===== src/rtl/intersection_sequencer.sv =====
// Round-robin green-phase sequencer: grants one approach at a time, waits for its done pulse,
// then holds all-red for CLEAR_CYCLES clocks. Optional demand skipping: INTERSECTION_SEQUENCER_DEMAND_SKIP_EN.
module intersection_sequencer #(
    parameter int N_APPROACH   = 4,
    parameter int CLEAR_CYCLES = 3,
    parameter int TIMEOUT      = 200,
    localparam int IW          = (N_APPROACH > 1) ? $clog2(N_APPROACH) : 1
) (
    input  logic                  clk,
    input  logic                  reset,
    input  logic [N_APPROACH-1:0] done,
    input  logic [N_APPROACH-1:0] demand,
    output logic [N_APPROACH-1:0] go,
    output logic                  all_red,
    output logic [IW-1:0]         active_idx,
    output logic                  fault,
    output logic [1:0]            state_dbg
);

    typedef enum logic [1:0] {START, GRANT, CLEAR, FAULT} state_t;

    localparam logic [3:0] CLR_LOAD = 4'(CLEAR_CYCLES - 1);
    localparam logic [7:0] WD_LAST  = 8'(TIMEOUT - 1);

    state_t        state, state_n;
    logic [IW-1:0] idx_n;
    logic [3:0]    clr_cnt, cnt_n;
    logic [7:0]    wd, wd_n;
    logic          sel_found;
    logic [IW-1:0] sel_idx;

`ifdef INTERSECTION_SEQUENCER_DEMAND_SKIP_EN
    // Round-robin search; walk offsets downward so the nearest requester wins.
    always_comb begin
        int base_i;
        int j;
        base_i    = (state == START) ? 0 : int'(active_idx) + 1;
        j         = 0;
        sel_found = 1'b0;
        sel_idx   = '0;
        for (int off = N_APPROACH - 1; off >= 0; off--) begin
            j = (base_i + off) % N_APPROACH;
            if (demand[j]) begin
                sel_found = 1'b1;
                sel_idx   = IW'(j);
            end
        end
    end
`else
    logic unused_demand;
    assign unused_demand = ^demand;

    always_comb begin
        sel_found = 1'b1;
        if (state == START)
            sel_idx = '0;
        else if (active_idx == IW'(N_APPROACH - 1))
            sel_idx = '0;
        else
            sel_idx = active_idx + IW'(1);
    end
`endif

    always_ff @(posedge clk or posedge reset) begin
        if (reset) begin
            state      <= START;
            active_idx <= '0;
            clr_cnt    <= '0;
            wd         <= '0;
        end else begin
            state      <= state_n;
            active_idx <= idx_n;
            clr_cnt    <= cnt_n;
            wd         <= wd_n;
        end
    end

    always_comb begin
        state_n = state;
        idx_n   = active_idx;
        cnt_n   = clr_cnt;
        wd_n    = wd;
        case (state)
            START: begin
                if (sel_found) begin
                    state_n = GRANT;
                    idx_n   = sel_idx;
                    wd_n    = '0;
                end
            end
            GRANT: begin
                wd_n = wd + 8'd1;
                // done beats a watchdog expiry in the same cycle
                if (done[active_idx]) begin
                    state_n = CLEAR;
                    cnt_n   = CLR_LOAD;
                end else if (wd == WD_LAST) begin
                    state_n = FAULT;
                end
            end
            CLEAR: begin
                if (clr_cnt != 4'd0) begin
                    cnt_n = clr_cnt - 4'd1;
                end else if (sel_found) begin
                    state_n = GRANT;
                    idx_n   = sel_idx;
                    wd_n    = '0;
                end
            end
            FAULT: state_n = FAULT;
            default: state_n = START;
        endcase
    end

    always_comb begin
        go = '0;
        if (state == GRANT)
            go[active_idx] = 1'b1;
    end

    assign all_red   = (state != GRANT);
    assign fault     = (state == FAULT);
    assign state_dbg = state;

endmodule


===== config.mk =====
export PLATFORM = sky130hd
export DESIGN_NAME = intersection_sequencer
export DESIGN_NICKNAME = d
export VERILOG_FILES = /design/src/rtl/intersection_sequencer.sv
export SDC_FILE = /design/constraint.sdc
export NUM_CORES = 1
export LEC_CHECK = 0
export BUFFER_PORTS_ARGS = -buffer_cell sky130_fd_sc_hd__buf_4
export CAP_MARGIN = 40
export CORE_AREA = 2 2 50 52
export CTS_CLUSTER_SIZE = 24
export DETAILED_ROUTE_END_ITERATION = 10
export DIE_AREA = 0 0 52 54
export GPL_ROUTABILITY_DRIVEN = 0
export SYNTH_ARGS = -nofsm -noshare
export SYNTH_HDL_FRONTEND = slang
export SYNTH_SLANG_ARGS = --single-unit

===== constraint.sdc =====
create_clock -name clk -period 2.24 [get_ports clk]
set_input_delay 0.448 -clock clk [delete_from_list [all_inputs] [get_ports clk]]
set_output_delay 0.448 -clock clk [all_outputs]
set_load 0.005 [all_outputs]

* Word-level counts from Yosys, hierarchy flattened
Index checks and enable logic that the tools add are counted.
** Word-level totals
- Flip-flop bits (word level) :: 16
- Latch bits :: 0
- Bits in writable memories :: 0
- Memory bits (read-only) :: 0
- Input bits :: 10
- Word-level logic and storage cells :: 47
- Memories kept :: 0
** Operators by class
- Add/subtract/negate cells :: 3
- $mul :: 0
- Div/mod/pow operators :: 0
- Order comparisons :: 2
- Equality and inequality tests :: 10
- Shifts and indexed selects :: 0
- Muxes and demuxes :: 18
- Bitwise gates (word level) :: 0
- Reduce and logical (&&, ||, !) cells :: 10
** Operators by type and width (count)
- $pmux W8 S3 :: 1
- $mux W2 :: 6
- $mux W4 :: 3
- $add A8 B1 Y8 const B :: 1
- $eq A8 B8 Y1 const B :: 1
- $mux W8 :: 1
- $pmux W2 S4 :: 1
- $pmux W4 S2 :: 1
- $eq A2 B2 Y1 const B :: 3
- $ne A2 B2 Y1 const B :: 3
- $reduce_and A2 Y1 :: 3
- $pmux W2 S2 :: 1
- $reduce_bool A2 Y1 :: 2
- $reduce_bool A4 Y1 :: 1
- $sub A4 B1 Y4 const B :: 1
- $lt A2 B3 Y1 const B :: 1
- $ne A3 B3 Y1 const B :: 1
- $reduce_and A3 Y1 :: 1
- $reduce_bool A3 Y1 :: 1
- $add A2 B1 Y2 const B :: 1
- $bmux W1 S2 :: 1
- $demux W1 S2 :: 1
- $eq A2 B1 Y1 const B :: 1
- $ge A2 B1 Y1 const B :: 1
- other kinds (4) :: 5

* Longest topological paths before layout
Gate-level depths: netlist (run 1).
- Word-level depth :: 5
- Mapped depth :: 6
- Gate-level depth less buffers :: 6

* Worst setup path before layout (run 1)
OpenSTA, ideal clock, no wires.
- Path type :: register -> register
- Start point :: register clr_cnt[0]
- End point :: register clr_cnt[1]
- Library setup time :: 125 ps
- Arrival time :: 1706 ps
- Required time :: 2115 ps
- Path slack :: 409 ps
- Cell stages (with the launch flop) :: 7
- Buffers on the path :: 0
- Clock period less this slack :: 1831 ps
- Cells stage by stage :: dfrtp_1 inv_1 ha_1 or3b_1 nand2_1 o311a_1 mux2_2
** Between the ends
- Word-level cells in the longest chain between the ends :: 3
** Ends and longest elaborated chain
- start: declaration :: RTL line 27 : logic [3:0] clr_cnt, cnt_n;
- start signal: assignment :: RTL line 73 : clr_cnt <= cnt_n;
- $sub A4 B1 Y4 / $reduce_bool A4 Y1 (equally long branches) :: RTL line 103, 102
- $mux W4 / $ne A2 B2 Y1 (equally long branches)
- $pmux W4 S2 / $reduce_and A3 Y1 (equally long branches)
Parallel ways exist; a longest one is shown, timed or not. The select of a mux whose other input is x is not followed.
A chain may end at the register's enable or synchronous reset.

* Worst setup path in the final report (run 1)
- Start point :: register state[1], in the netlist state_dbg[1]
- End point :: output go[3]
** Between the ends
- Word-level cells in the longest chain between the ends :: 2
** Ends and longest elaborated chain
- start: declaration :: RTL line 25 : state_t state, state_n;
- start signal: assignment :: RTL line 71 : state <= state_n;
- $eq A2 B1 Y1 :: RTL line 117 : if (state == GRANT)
- $mux W4 :: RTL line 117
- end: declaration :: RTL line 13 : output logic [N_APPROACH-1:0] go,
Every way passes these cells.

==> results by stage, run 1 <==
Clocking:
- After clock tree synthesis, the clock-pin slew on the worst setup and hold paths is 0.09 ns.
- The TritonCTS sink count is 16.
- The count of H-tree levels built during CTS is 1.
- CTS placed an instance of sky130_fd_sc_hd__clkbuf_4 at the clock tree root.
- The number of resized instances in the post-cts repair step is 0.
- The clock latency at the later pin of the worst-skew pair is 0.28 ns.
- Hold repair after CTS inserted 0 buffers.
- TritonCTS built the clock tree.
- Buffers inserted during clock tree synthesis total 3.
- Post-CTS timing repair inserted 0 buffers for setup.
- Counting along the longest clock path gives a buffer depth of 2.

Final layout:
- Counting the fill cells in the layout gives 232.
- Registers take 400.4 µm².
- The antenna cell count is 0.
- Once layout is done, the placed cells without fillers occupy 1157 µm².
- At the end of the flow, the number of nets in the layout was 135.
- Compared with the post-synthesis result, the final layout area differs by 20.44%.
- The ratio of cells with drive above 1 in the final layout is 22.88%.
- Summing all multi-input logic gate instances after layout gives 521.8 µm².
- The fraction of the core area covered by cells at the end of the flow is 49.89%.

Route:
- The pre-antenna-repair detailed-routing pass consisted of 4 iterations.
- Dividing the detail-routed wire length by the instance count gives 13.12 µm.
- The detailed-route via count is 752.
- The number of design-rule violations left by the first detailed-router iteration is 11.
- After detailed routing, the number of remaining DRC violations is 0.
- The final layout contains routed wiring with a total length of 1942 µm.
- Dividing the detail-routed via count by the number of cells gives 5.081.
- The remaining antenna violation count is 0.

Logic synthesis:
- The largest total area in the synthesized netlist belongs to sky130_fd_sc_hd__dfrtp_1.
- The number of warnings printed during yosys synthesis is 0.
- The leading register cell type out of synthesis is sky130_fd_sc_hd__dfrtp_1.
- Of the post-synthesis cell area, the dominant cell type holds 41.67%.
- In the synthesized netlist, the number of instances is 98.
- The sequential share of the synthesized area is 41.67%.
- The library cell with the highest instance count after synthesis is sky130_fd_sc_hd__dfrtp_1.
- The net count after synthesis is 114.
- Summing every instance area after synthesis gives 960.9 µm².
- By count the netlist is led by sky130_fd_sc_hd__dfrtp_1, sky130_fd_sc_hd__nand2_1, sky130_fd_sc_hd__inv_1.
- Averaged over all synthesized cells, the footprint is 9.805 µm².
- Counting flops with an async set or reset pin after synthesis yields a share of 100.0%.
- The distinct cell type count of the synthesized netlist is 33.
- The synthesized design contains 16 register bits.
- In the post-synthesis netlist, the biggest area contributors are sky130_fd_sc_hd__dfrtp_1, sky130_fd_sc_hd__ha_1, sky130_fd_sc_hd__and2_1, sky130_fd_sc_hd__xnor2_1, sky130_fd_sc_hd__nand2_1.
- The synthesized design contains 0 enable-type register cells.

Worst hold path:
- The type of the worst min-delay path is primary input to async pin.

Worst setup path:
- The largest driver fanout on the critical path is 11.
- The critical setup path kind is flip-flop to output pin.
- The critical path endpoint category is an output pin.
- The data required time of the worst path is 1.79 ns.
- The critical path goes through nor2b_1, buf_4, and2_1, buf_4.
- The most frequent cell on the critical path is sky130_fd_sc_hd__buf_4.
- The slowest stage cell on the critical path is sky130_fd_sc_hd__dfrtp_1.
- STA classifies the critical path startpoint as a flip-flop.
- The arrival time at the worst endpoint is 1.58 ns.
- For this run, the slowest stage of the critical path takes 0.53 ns.

Pwr:
- Sequential cells account for 48.0% of the total power.
- Net switching is 34.47% of the power.
- Internal power comes to 614.8 µW.
- IR analysis of the VDD net gives a maximum drop of 0.5341 mV.
- The total power draw is 938.2 µW.
- The total power per unit cell area is 810.7 nW/µm².
- The power share of the combinational group is 32.0%.
- The share of total power dissipated in the clock network is 20.0%.
- In this run the power spent charging and discharging nets is 323.4 µW.
- The leakage power is 0.5285 nW.

STA:
- The transition at the pin with the smallest max-transition slack is 0.6048 ns.
- Setup repair after global routing left no endpoint under its margin.
- The smallest clock period supported by the final layout is computed as 2.031 ns.
- In the finished design, the share of the clock period the worst path needs comes to 90.65%.
- The normalized max-slew margin is 59.64%.
- The post-route setup TNS is 0 ns.
- The final setup violation count is 0.
- The final worst clock skew is 0.003081 ns.
- The number of hold violations in the final report is 0.
- The achievable frequency is 0.4925 GHz.
- The number of pins exceeding their max-slew limit in the final report came to 0.

Run:
- The number of max-cap violations is 0.

GRT:
- The number of antenna violations at the first check in global routing is 0.
- The first global-routing pass estimated 3374 µm of wire.
- The final global-route overflow total is 0.
- The pin count of the biggest net entering global routing is 17.
- The overall fraction of global-route tracks in use is 16.56%.
- The via count of the first global-routing pass was 743.

Floorplanning:
- Row generation in the floorplan step produced 18 rows.
- The die outline height is 54 µm.
- The initial utilization of the core area, before any placement, comes to 41.42%.
- The core area is 2320 µm².
- The count of pins on the block boundary is 20.
- The die area is 2808 µm².
- The width of the die is 52 µm.

Placement:
- The post-detailed-placement cell area is 1121 µm².
- Once detailed placement completed, the half-perimeter wirelength came to 1484 µm.
- The number of buffers added on ports is 15.

Outcome:
- The run finished with clean final reports.
-- per-layer routing --
layer | wire, µm | vias to the layer above | track usage, %
met1 | 853 | 352 | 19.97
li1 | - | 384 | -
met3 | 80 | 2 | 5.000
met2 | 995 | 14 | 29.54
met4 | 13 | 0 | 2.632
met5 | 0 | - | 0
-- layout by cell type (no fill, tap or decap), drive strengths merged, types with 3 or more instances in the layout --
cell	Yosys	final
a21o	3	3
a21oi	4	4
and2	6	6
buf	2	18
clkbuf	0	4
dfrtp	16	16
ha	6	6
inv	7	7
nand2	8	8
nand2b	4	4
nand3	3	3
nor2	7	7
o21ai	5	5
xnor2	4	4
-- worst paths after layout --
kind / start / depth (start not counted) / end / slack (ns)
worst max register to register: clr_cnt[0] / 6 / clr_cnt[1] / 0.30
worst max-delay path: state_dbg[1] / 4 / go[3] / 0.21
worst min-delay path: reset / 2 / state_dbg[1] / 0.23
max in group asynchronous: reset / 2 / wd[7] / 1.62
worst min register to register: clr_cnt[0] / 1 / clr_cnt[0] / 0.54
min in group clk: clr_cnt[0] / 1 / clr_cnt[0] / 0.54
-- final cells by class --
type / count / area share, %
inverters: 7 / 2.270
multi-input cells: 73 / 45.08
flip-flops and latches: 16 / 34.59
clock buffers: 4 / 3.135
well taps: 30 / 3.243
repair buffers: 18 / 11.68
-- sequential cells by signal, summed over array words and instances, names as in the netlist --
signal	count
active_idx	2
clr_cnt	4
state_dbg	2
wd	8
-- worst max-delay path: cells and delay by family (launching register included) --
family                 cells  cell delay, ns
flip-flops                 1            0.53
buffers and inverters      2            0.31
AND/OR/NAND/NOR            2            0.46
-- logic make-up after synthesis --
family	after synthesis	synth area share, %
buf+inv	9	4.037
simple gates	38	22.14
xor+xnor	4	3.645
compound gates	22	17.32
flops	16	41.67
mux	3	3.385
fa+ha+maj	6	7.812
-- power by group through the flow --
| stage | clock [mW] | sequential [mW] | combinational (mW) |
|---|---|---|---|
| after floorplan | 0 | 0.433 | 0.198 |
| after global placement | 0 | 0.451 | 0.289 |
| after detailed placement | 0 | 0.454 | 0.297 |
| after CTS | 0.197 | 0.451 | 0.306 |
| after global routing | 0.208 | 0.466 | 0.341 |
| final | 0.188 | 0.450 | 0.300 |
-- metrics by stage --
step / cells / worst slack (ns) / hold WS [ns]
after floorplan: 98 / 0.4094 / 0.3617
after global placement: 144 / 0.3352 / 0.5122
after detailed placement: 144 / 0.3067 / 0.5160
after CTS: 148 / 0.1932 / 0.2567
after global routing: 148 / 0.1010 / 0.2990
final: 148 / 0.2095 / 0.2286
(Power assumes the default switching activity.)
==> run 2: changes to the inputs <==
--- a/config.mk
+++ b/config.mk
@@ -7,11 +7,12 @@
 export LEC_CHECK = 0
 export BUFFER_PORTS_ARGS = -buffer_cell sky130_fd_sc_hd__buf_4
 export CAP_MARGIN = 40
-export CORE_AREA = 2 2 50 52
-export CTS_CLUSTER_SIZE = 24
+export CORE_AREA = 2 2 46 48
+export CTS_CLUSTER_SIZE = 10
 export DETAILED_ROUTE_END_ITERATION = 10
-export DIE_AREA = 0 0 52 54
+export DIE_AREA = 0 0 48 50
 export GPL_ROUTABILITY_DRIVEN = 0
+export PLACE_DENSITY = 0.75
 export SYNTH_ARGS = -nofsm -noshare
 export SYNTH_HDL_FRONTEND = slang
 export SYNTH_SLANG_ARGS = --single-unit
==> run 2 against run 1 <==
Net effect:
- hold slack got worse by 0.0025 ns
- register-to-register slack worse by 0.13 ns
- final area is 0.97% lower
- critical path depth up 2
- combinational power is 2% lower
- fmax down 1.9%
- sequential power hardly changed
- largest cell class unchanged
- largest power group unchanged
- die area is 15% lower
- flip-flop and latch count unchanged
- sequential share of layout area grew 0.34 points
==> results by stage, run 2 (synthesis gave the netlist of run 1 again) <==
Outcome:
- Run status: finished clean (unchanged).

Route:
- The detailed-route wire length is 2000 µm (was 1942 µm).
- The remaining design rule violation count is 0 (unchanged).
- The detailed-route via count is 790 (was 752).
- The number of vias per cell was 5.486 (was 5.081).
- The average detailed-routed wire length per instance is 13.89 µm (was 13.12 µm).
- The remaining antenna violation count is 0 (unchanged).
- The number of design-rule violations left by the first detailed-router iteration came to 13 (was 11).
- The first-pass iteration count of the detailed router came to 4 (unchanged).

Worst setup path:
- The critical setup path kind is flip-flop to flip-flop (was flip-flop to output pin).
- The critical path launch point type was a flip-flop (unchanged).
- The critical register-to-register path startpoint is clr_cnt[0] (unchanged).
- The data required time of the worst path came to 2.43 ns (was 1.79 ns).
- The critical path endpoint category is a flip-flop (was output pin).
- The arrival time at the worst endpoint came to 2.26 ns (was 1.58 ns).
- The largest driver fanout on the critical path came to 6 (was 11).
- The startpoint of the worst setup timing path is clr_cnt[0] (was state_dbg[1]).

Pwr:
- The total power per unit cell area came to 824.2 nW/µm² (was 810.7 nW/µm²).
- The leakage power is 0.5243 nW (was 0.5285 nW).
- The peak ir drop on the vdd network is 0.5547 mV (was 0.5341 mV).

Final layout:
- Highest-count cells in the layout ignoring fill and taps: sky130_fd_sc_hd__buf_4, sky130_fd_sc_hd__dfrtp_1, sky130_fd_sc_hd__nand2_1 (unchanged).
- The flip-flop count of the largest register after layout is 8 (unchanged).
- The number of filler cells placed in the layout came to 162 (was 232).
- The net count reported at finish was 134 (was 135).
- The most common library cell in the layout ignoring fill and taps is sky130_fd_sc_hd__buf_4 (unchanged).
- The area of combinational cells with multiple inputs is 521.8 µm² (unchanged).
- Biggest registers after layout: wd (8), clr_cnt (4) (unchanged).
- The area growth from synthesis to layout is 19.27% (was 20.44%).
- The antenna cell count came to 0 (unchanged).
- The register with the highest flop count is wd (unchanged).
- The ratio of cells with drive above 1 in the final layout is 22.22% (was 22.88%).
- The sequential standard cell area is 400.4 µm² (unchanged).

GRT:
- The wire length of the first global-routing pass is 3491 µm (was 3374 µm).
- The overall fraction of global-route tracks in use is 20.25% (was 16.56%).
- The final global-route overflow total is 0 (unchanged).
- The number of antenna violations at the first check in global routing is 0 (unchanged).
- The via count of the first global-routing pass was 808 (was 743).
- The pin count of the biggest net entering global routing is 17 (unchanged).

Placement:
- The number of buffers added on ports came to 15 (unchanged).
- The post-placement setup slack came to 0.1927 ns (was 0.3067 ns).
- The placed wire-length estimate after detailed placement is 1502 µm (was 1484 µm).

STA:
- The normalized max-slew margin is 57.82% (was 59.64%).
- The time the worst path needs with I/O delays and setup came to 2.069 ns (was 2.031 ns).
- The transition at the pin with the smallest max-transition slack is 0.6320 ns (was 0.6048 ns).
- The post-route setup TNS is 0 ns (unchanged).
- The achievable frequency is 0.4833 GHz (was 0.4925 GHz).
- The worst slack on hold paths came to 0.2261 ns (was 0.2286 ns).
- The number of hold violations in the final report is 0 (unchanged).
- The number of pins exceeding their max-slew limit in the final report is 0 (unchanged).
- The final cycle utilization of the critical path is 92.37% (was 90.65%).
- Setup repair after global routing missed its margin: no (unchanged).
- The final worst clock skew was 0.001455 ns (was 0.003081 ns).
- The worst setup slack after layout is 0.1709 ns (was 0.2095 ns).
- The final setup violation count came to 0 (unchanged).

Floorplanning:
- The cell row count is 16 (was 18).
- The die area is 2400 µm² (was 2808 µm²).
- The core area was 1902 µm² (was 2320 µm²).
- The width of the die is 48 µm (was 52 µm).
- The die outline height is 50 µm (was 54 µm).
- The initial core utilization is 50.53% (was 41.42%).
- The count of pins on the block boundary is 20 (unchanged).

Clocking:
- The clock-pin slew reported for the worst setup and hold paths after clock tree synthesis is 0.11 ns (was 0.09 ns).
- The number of resized instances in the post-cts repair step is 0 (unchanged).
- The number of buffers created by CTS is 3 (unchanged).
- The number of buffers inserted by post-CTS setup repair is 0 (unchanged).
- The TritonCTS sink count is 16 (unchanged).
- The hold buffer count at cts came to 0 (unchanged).
- The root buffer selected by CTS is sky130_fd_sc_hd__clkbuf_4 (unchanged).
- The count of H-tree levels built during CTS came to 1 (unchanged).
- The maximum count of clock buffers along a single path is 2 (unchanged).
- The clock latency at the later pin of the worst-skew pair is 0.29 ns (was 0.28 ns).
- The clock tree from TritonCTS is built (unchanged).

Worst hold path:
- The type of the worst min-delay path was primary input to async pin (unchanged).

Run:
- The number of max-cap violations is 0 (unchanged).
-- run 2: through the flow --
stage / power, mW / instance area, µm² / instances / util (%)
2_1_floorplan: 0.6305 / 960.9 / 98 / -
4_1_cts: 0.9486 / 1146 / 144 / 60.26
3_3_place_gp: 0.7318 / 1110 / 140 / 58.36
6_report: 0.9447 / 1146 / 144 / 60.26
5_1_grt: 1.020 / 1146 / 144 / 60.26
3_5_place_dp: 0.7515 / 1110 / 140 / 58.36
-- run 2: per-layer routing --
layer,wire (µm),up-vias,track usage [%]
li1,-,382,-
met1,924,383,26.16
met2,976,23,32.22
met3,86,2,5.495
met4,13,0,5.856
met5,0,-,0
-- run 2: layout make-up --
cell class                 count  area share (%)
clock buffer                   4           3.166
inverter                       7           2.293
multi-input combinational     73           45.52
sequential                    16           34.93
tap                           27           2.948
timing repair buffer          17           11.14
-- run 2: path summary, 6_finish.rpt --
path	endpoint	slack (ns)	cells past startpoint
setup / recovery	clr_cnt[1]	0.17	6
hold / removal	wd[7]	0.23	2
setup reg to reg	clr_cnt[1]	0.17	6
hold reg to reg	clr_cnt[0]	0.54	1
max in group asynchronous	clr_cnt[2]	1.61	2
min in group clk	clr_cnt[0]	0.54	1
-- run 2: worst max-delay path, stage by stage, from the launching register on --
cell                      delay, ns
sky130_fd_sc_hd__dfrtp_1       0.42
sky130_fd_sc_hd__inv_1         0.07
sky130_fd_sc_hd__ha_1          0.19
sky130_fd_sc_hd__or3b_1        0.45
sky130_fd_sc_hd__nand2_1       0.18
sky130_fd_sc_hd__o311a_1       0.29
sky130_fd_sc_hd__mux2_2        0.36
-- run 2: report_power, final --
part	internal [mW]	total, mW	switching [mW]
Sequential	0.355	0.450	0.0942
Clock	0.0990	0.202	0.103
Combinational	0.156	0.293	0.137
==> run 3: changes to the inputs <==
--- a/config.mk
+++ b/config.mk
@@ -7,12 +7,14 @@
 export LEC_CHECK = 0
 export BUFFER_PORTS_ARGS = -buffer_cell sky130_fd_sc_hd__buf_4
 export CAP_MARGIN = 40
-export CORE_AREA = 2 2 46 48
+export CELL_PAD_IN_SITES_DETAIL_PLACEMENT = 2
+export CELL_PAD_IN_SITES_GLOBAL_PLACEMENT = 2
+export CORE_AREA = 2 2 58 60
 export CTS_CLUSTER_SIZE = 10
 export DETAILED_ROUTE_END_ITERATION = 10
-export DIE_AREA = 0 0 48 50
+export DIE_AREA = 0 0 60 62
 export GPL_ROUTABILITY_DRIVEN = 0
-export PLACE_DENSITY = 0.75
+export PLACE_DENSITY_LB_ADDON = 0.1
 export SYNTH_ARGS = -nofsm -noshare
 export SYNTH_HDL_FRONTEND = slang
 export SYNTH_SLANG_ARGS = --single-unit
==> run 3 against run 2 <==
Net effect:
- critical path depth is 2 lower
- highest routed layer unchanged
- fmax is 8.4% higher
- global-route usage is 4.5 points lower
- die area is 55% higher
- critical endpoint is now go[1]
- count of clock-buffer cells in the layout stayed put
- largest power group unchanged
==> results by stage, run 3 (synthesis gave the netlist of run 1 again) <==
Final layout:
- The register with the highest flop count was wd (unchanged).
- The net count reported at finish is 137 (was 134).
- The area growth from synthesis to layout is 24.09% (was 19.27%).
- The flip-flop count of the largest register after layout is 8 (unchanged).
- The area of combinational cells with multiple inputs is 521.8 µm² (unchanged).
- The ratio of cells with drive above 1 in the final layout is 24.17% (was 22.22%).
- Biggest registers after layout: wd (8), clr_cnt (4) (unchanged).
- The most common library cell in the layout ignoring fill and taps is sky130_fd_sc_hd__buf_4 (unchanged).
- The number of filler cells placed in the layout was 359 (was 162).
- Highest-count cells in the layout ignoring fill and taps: sky130_fd_sc_hd__buf_4, sky130_fd_sc_hd__dfrtp_1, sky130_fd_sc_hd__nand2_1 (unchanged).
- The area of all placed cells without fillers is 1192 µm² (was 1146 µm²).
- The sequential standard cell area is 400.4 µm² (unchanged).
- The antenna cell count is 0 (unchanged).

Floorplanning:
- The core area is 3179 µm² (was 1902 µm²).
- The count of pins on the block boundary is 20 (unchanged).
- The die area is 3720 µm² (was 2400 µm²).
- The cell row count is 21 (was 16).
- The initial core utilization was 30.22% (was 50.53%).
- The width of the die is 60 µm (was 48 µm).
- The die outline height is 62 µm (was 50 µm).

STA:
- The normalized max-slew margin is 57.06% (was 57.82%).
- The time the worst path needs with I/O delays and setup is 1.908 ns (was 2.069 ns).
- The number of pins exceeding their max-slew limit in the final report is 0 (unchanged).
- The transition at the pin with the smallest max-transition slack is 0.6434 ns (was 0.6320 ns).
- The achievable frequency is 0.5241 GHz (was 0.4833 GHz).
- The final setup violation count is 0 (unchanged).
- The final worst clock skew is 0.002337 ns (was 0.001455 ns).
- The post-route setup TNS was 0 ns (unchanged).
- The number of hold violations in the final report is 0 (unchanged).
- The worst setup slack after layout is 0.3319 ns (was 0.1709 ns).
- Setup repair after global routing missed its margin: no (unchanged).
- The final cycle utilization of the critical path was 85.18% (was 92.37%).

Route:
- The detailed-route wire length was 2466 µm (was 2000 µm).
- The detailed-route via count is 814 (was 790).
- The remaining antenna violation count is 0 (unchanged).
- The remaining design rule violation count came to 0 (unchanged).
- The number of vias per cell was 4.904 (was 5.486).
- The average detailed-routed wire length per instance is 14.86 µm (was 13.89 µm).
- The first-pass iteration count of the detailed router came to 3 (was 4).
- The number of design-rule violations left by the first detailed-router iteration was 20 (was 13).

Pwr:
- The power share of the combinational group was 32.2% (was 31.0%).
- The total power per unit cell area is 807.5 nW/µm² (was 824.2 nW/µm²).
- The leakage power came to 0.5381 nW (was 0.5243 nW).
- The switching power is 343.4 µW (was 334.3 µW).
- The fraction of power consumed by the clock network is 20.2% (was 21.4%).
- The share of power burned in registers is 47.6% (about the same).
- The peak ir drop on the vdd network is 0.4597 mV (was 0.5547 mV).
- The total internal power was 619.5 µW (was 610.4 µW).
- The fraction of power spent switching nets is 35.66% (was 35.39%).

Placement:
- The post-placement setup slack was 0.3430 ns (was 0.1927 ns).
- The post-detailed-placement cell area came to 1156 µm² (was 1110 µm²).
- The number of buffers added on ports is 15 (unchanged).
- The placed wire-length estimate after detailed placement is 1882 µm (was 1502 µm).

Worst setup path:
- The biggest cell delay along the critical path is 0.54 ns (was 0.45 ns).
- List of cells traversed by the critical path: nor2b_1, buf_4, and2_1, buf_4 (was inv_1, ha_1, or3b_1, nand2_1, o311a_1, mux2_2).
- The most frequent cell on the critical path is sky130_fd_sc_hd__buf_4.
- The slowest stage cell on the critical path is sky130_fd_sc_hd__dfrtp_1 (was sky130_fd_sc_hd__or3b_1).
- The critical setup path kind was flip-flop to output pin (was flip-flop to flip-flop).
- The arrival time at the worst endpoint is 1.46 ns (was 2.26 ns).
- The data required time of the worst path is 1.79 ns (was 2.43 ns).
- The critical path launch point type is a flip-flop (unchanged).
- The largest driver fanout on the critical path is 9 (was 6).
- The critical path endpoint category is an output pin (was flip-flop).

Clocking:
- The number of resized instances in the post-cts repair step is 0 (unchanged).
- The clock latency at the later pin of the worst-skew pair is 0.29 ns (about the same).
- The hold buffer count at cts came to 0 (unchanged).
- The count of H-tree levels built during CTS is 1 (unchanged).
- The clock-pin slew reported for the worst setup and hold paths after clock tree synthesis is 0.09 ns (was 0.11 ns).
- The clock tree from TritonCTS is built (unchanged).
- The TritonCTS sink count came to 16 (unchanged).
- The number of buffers inserted by post-CTS setup repair is 0 (unchanged).
- The number of buffers created by CTS was 3 (unchanged).
- The maximum count of clock buffers along a single path is 2 (unchanged).
- The root buffer selected by CTS is sky130_fd_sc_hd__clkbuf_4 (unchanged).

Outcome:
- Run status: finished clean (unchanged).

GRT:
- The final global-route overflow total is 0 (unchanged).
- The via count of the first global-routing pass was 877 (was 808).
- The number of antenna violations at the first check in global routing is 0 (unchanged).
- The wire length of the first global-routing pass is 4243 µm (was 3491 µm).
- The overall fraction of global-route tracks in use is 15.80% (was 20.25%).
- The pin count of the biggest net entering global routing is 17 (unchanged).

Worst hold path:
- The type of the worst min-delay path is primary input to async pin (unchanged).

Run:
- The number of max-cap violations is 0 (unchanged).
-- run 3: changes by cell type in the layout (fill, tap and decap cells not counted) --
cell                    change
sky130_fd_sc_hd__buf_4      +3
-- run 3: layer usage --
layer  wire length [µm]  track usage (%)  vias to the layer above
li1                   -                -                      389
met1               1143            19.87                      413
met2               1244            27.02                        8
met3                 57            4.348                        4
met4                 21            3.810                        0
met5                  0                0                        -
-- run 3: power groups by stage --
stage | registers (mW) | logic [mW] | clock network (mW)
6_report | 0.459 | 0.310 | 0.194
5_1_grt | 0.476 | 0.363 | 0.217
4_1_cts | 0.460 | 0.320 | 0.212
3_5_place_dp | 0.463 | 0.317 | 0
3_3_place_gp | 0.460 | 0.309 | 0
2_1_floorplan | 0.433 | 0.198 | 0
-- run 3: stage by stage --
| stage | hold WS [ns] | power [mW] | std cells | util, % |
|---|---|---|---|---|
| floorplan | 0.3617 | 0.6305 | 98 | - |
| global placement | 0.5231 | 0.7697 | 162 | 36.36 |
| detailed placement | 0.5389 | 0.7799 | 162 | 36.36 |
| CTS | 0.2479 | 0.9922 | 166 | 37.50 |
| global route | 0.2752 | 1.056 | 166 | 37.50 |
| finish | 0.2366 | 0.9629 | 166 | 37.50 |
-- run 3: final timing paths --
kind | start | depth (start not counted) | endpoint | slack [ns]
worst max-delay path | state_dbg[0] | 4 | go[1] | 0.33
worst min-delay path | reset | 2 | wd[2] | 0.24
worst max register to register | clr_cnt[0] | 6 | wd[7] | 0.34
worst min register to register | clr_cnt[0] | 1 | clr_cnt[0] | 0.55
max in group asynchronous | reset | 2 | wd[3] | 1.59
min in group clk | clr_cnt[0] | 1 | clr_cnt[0] | 0.55
-- run 3: final cells by class --
type	count	share of cell area [%]
inverter	7	2.204
clock buffer	4	3.043
timing repair buffer	20	12.59
multi-input combinational	73	43.76
tap	46	4.827
sequential	16	33.58
-- run 3: critical path, delay by kind of cell (launching register included) --
kind,cells,cell delay (ns)
simple gates,2,0.34
buf+inv,2,0.29
flops,1,0.54
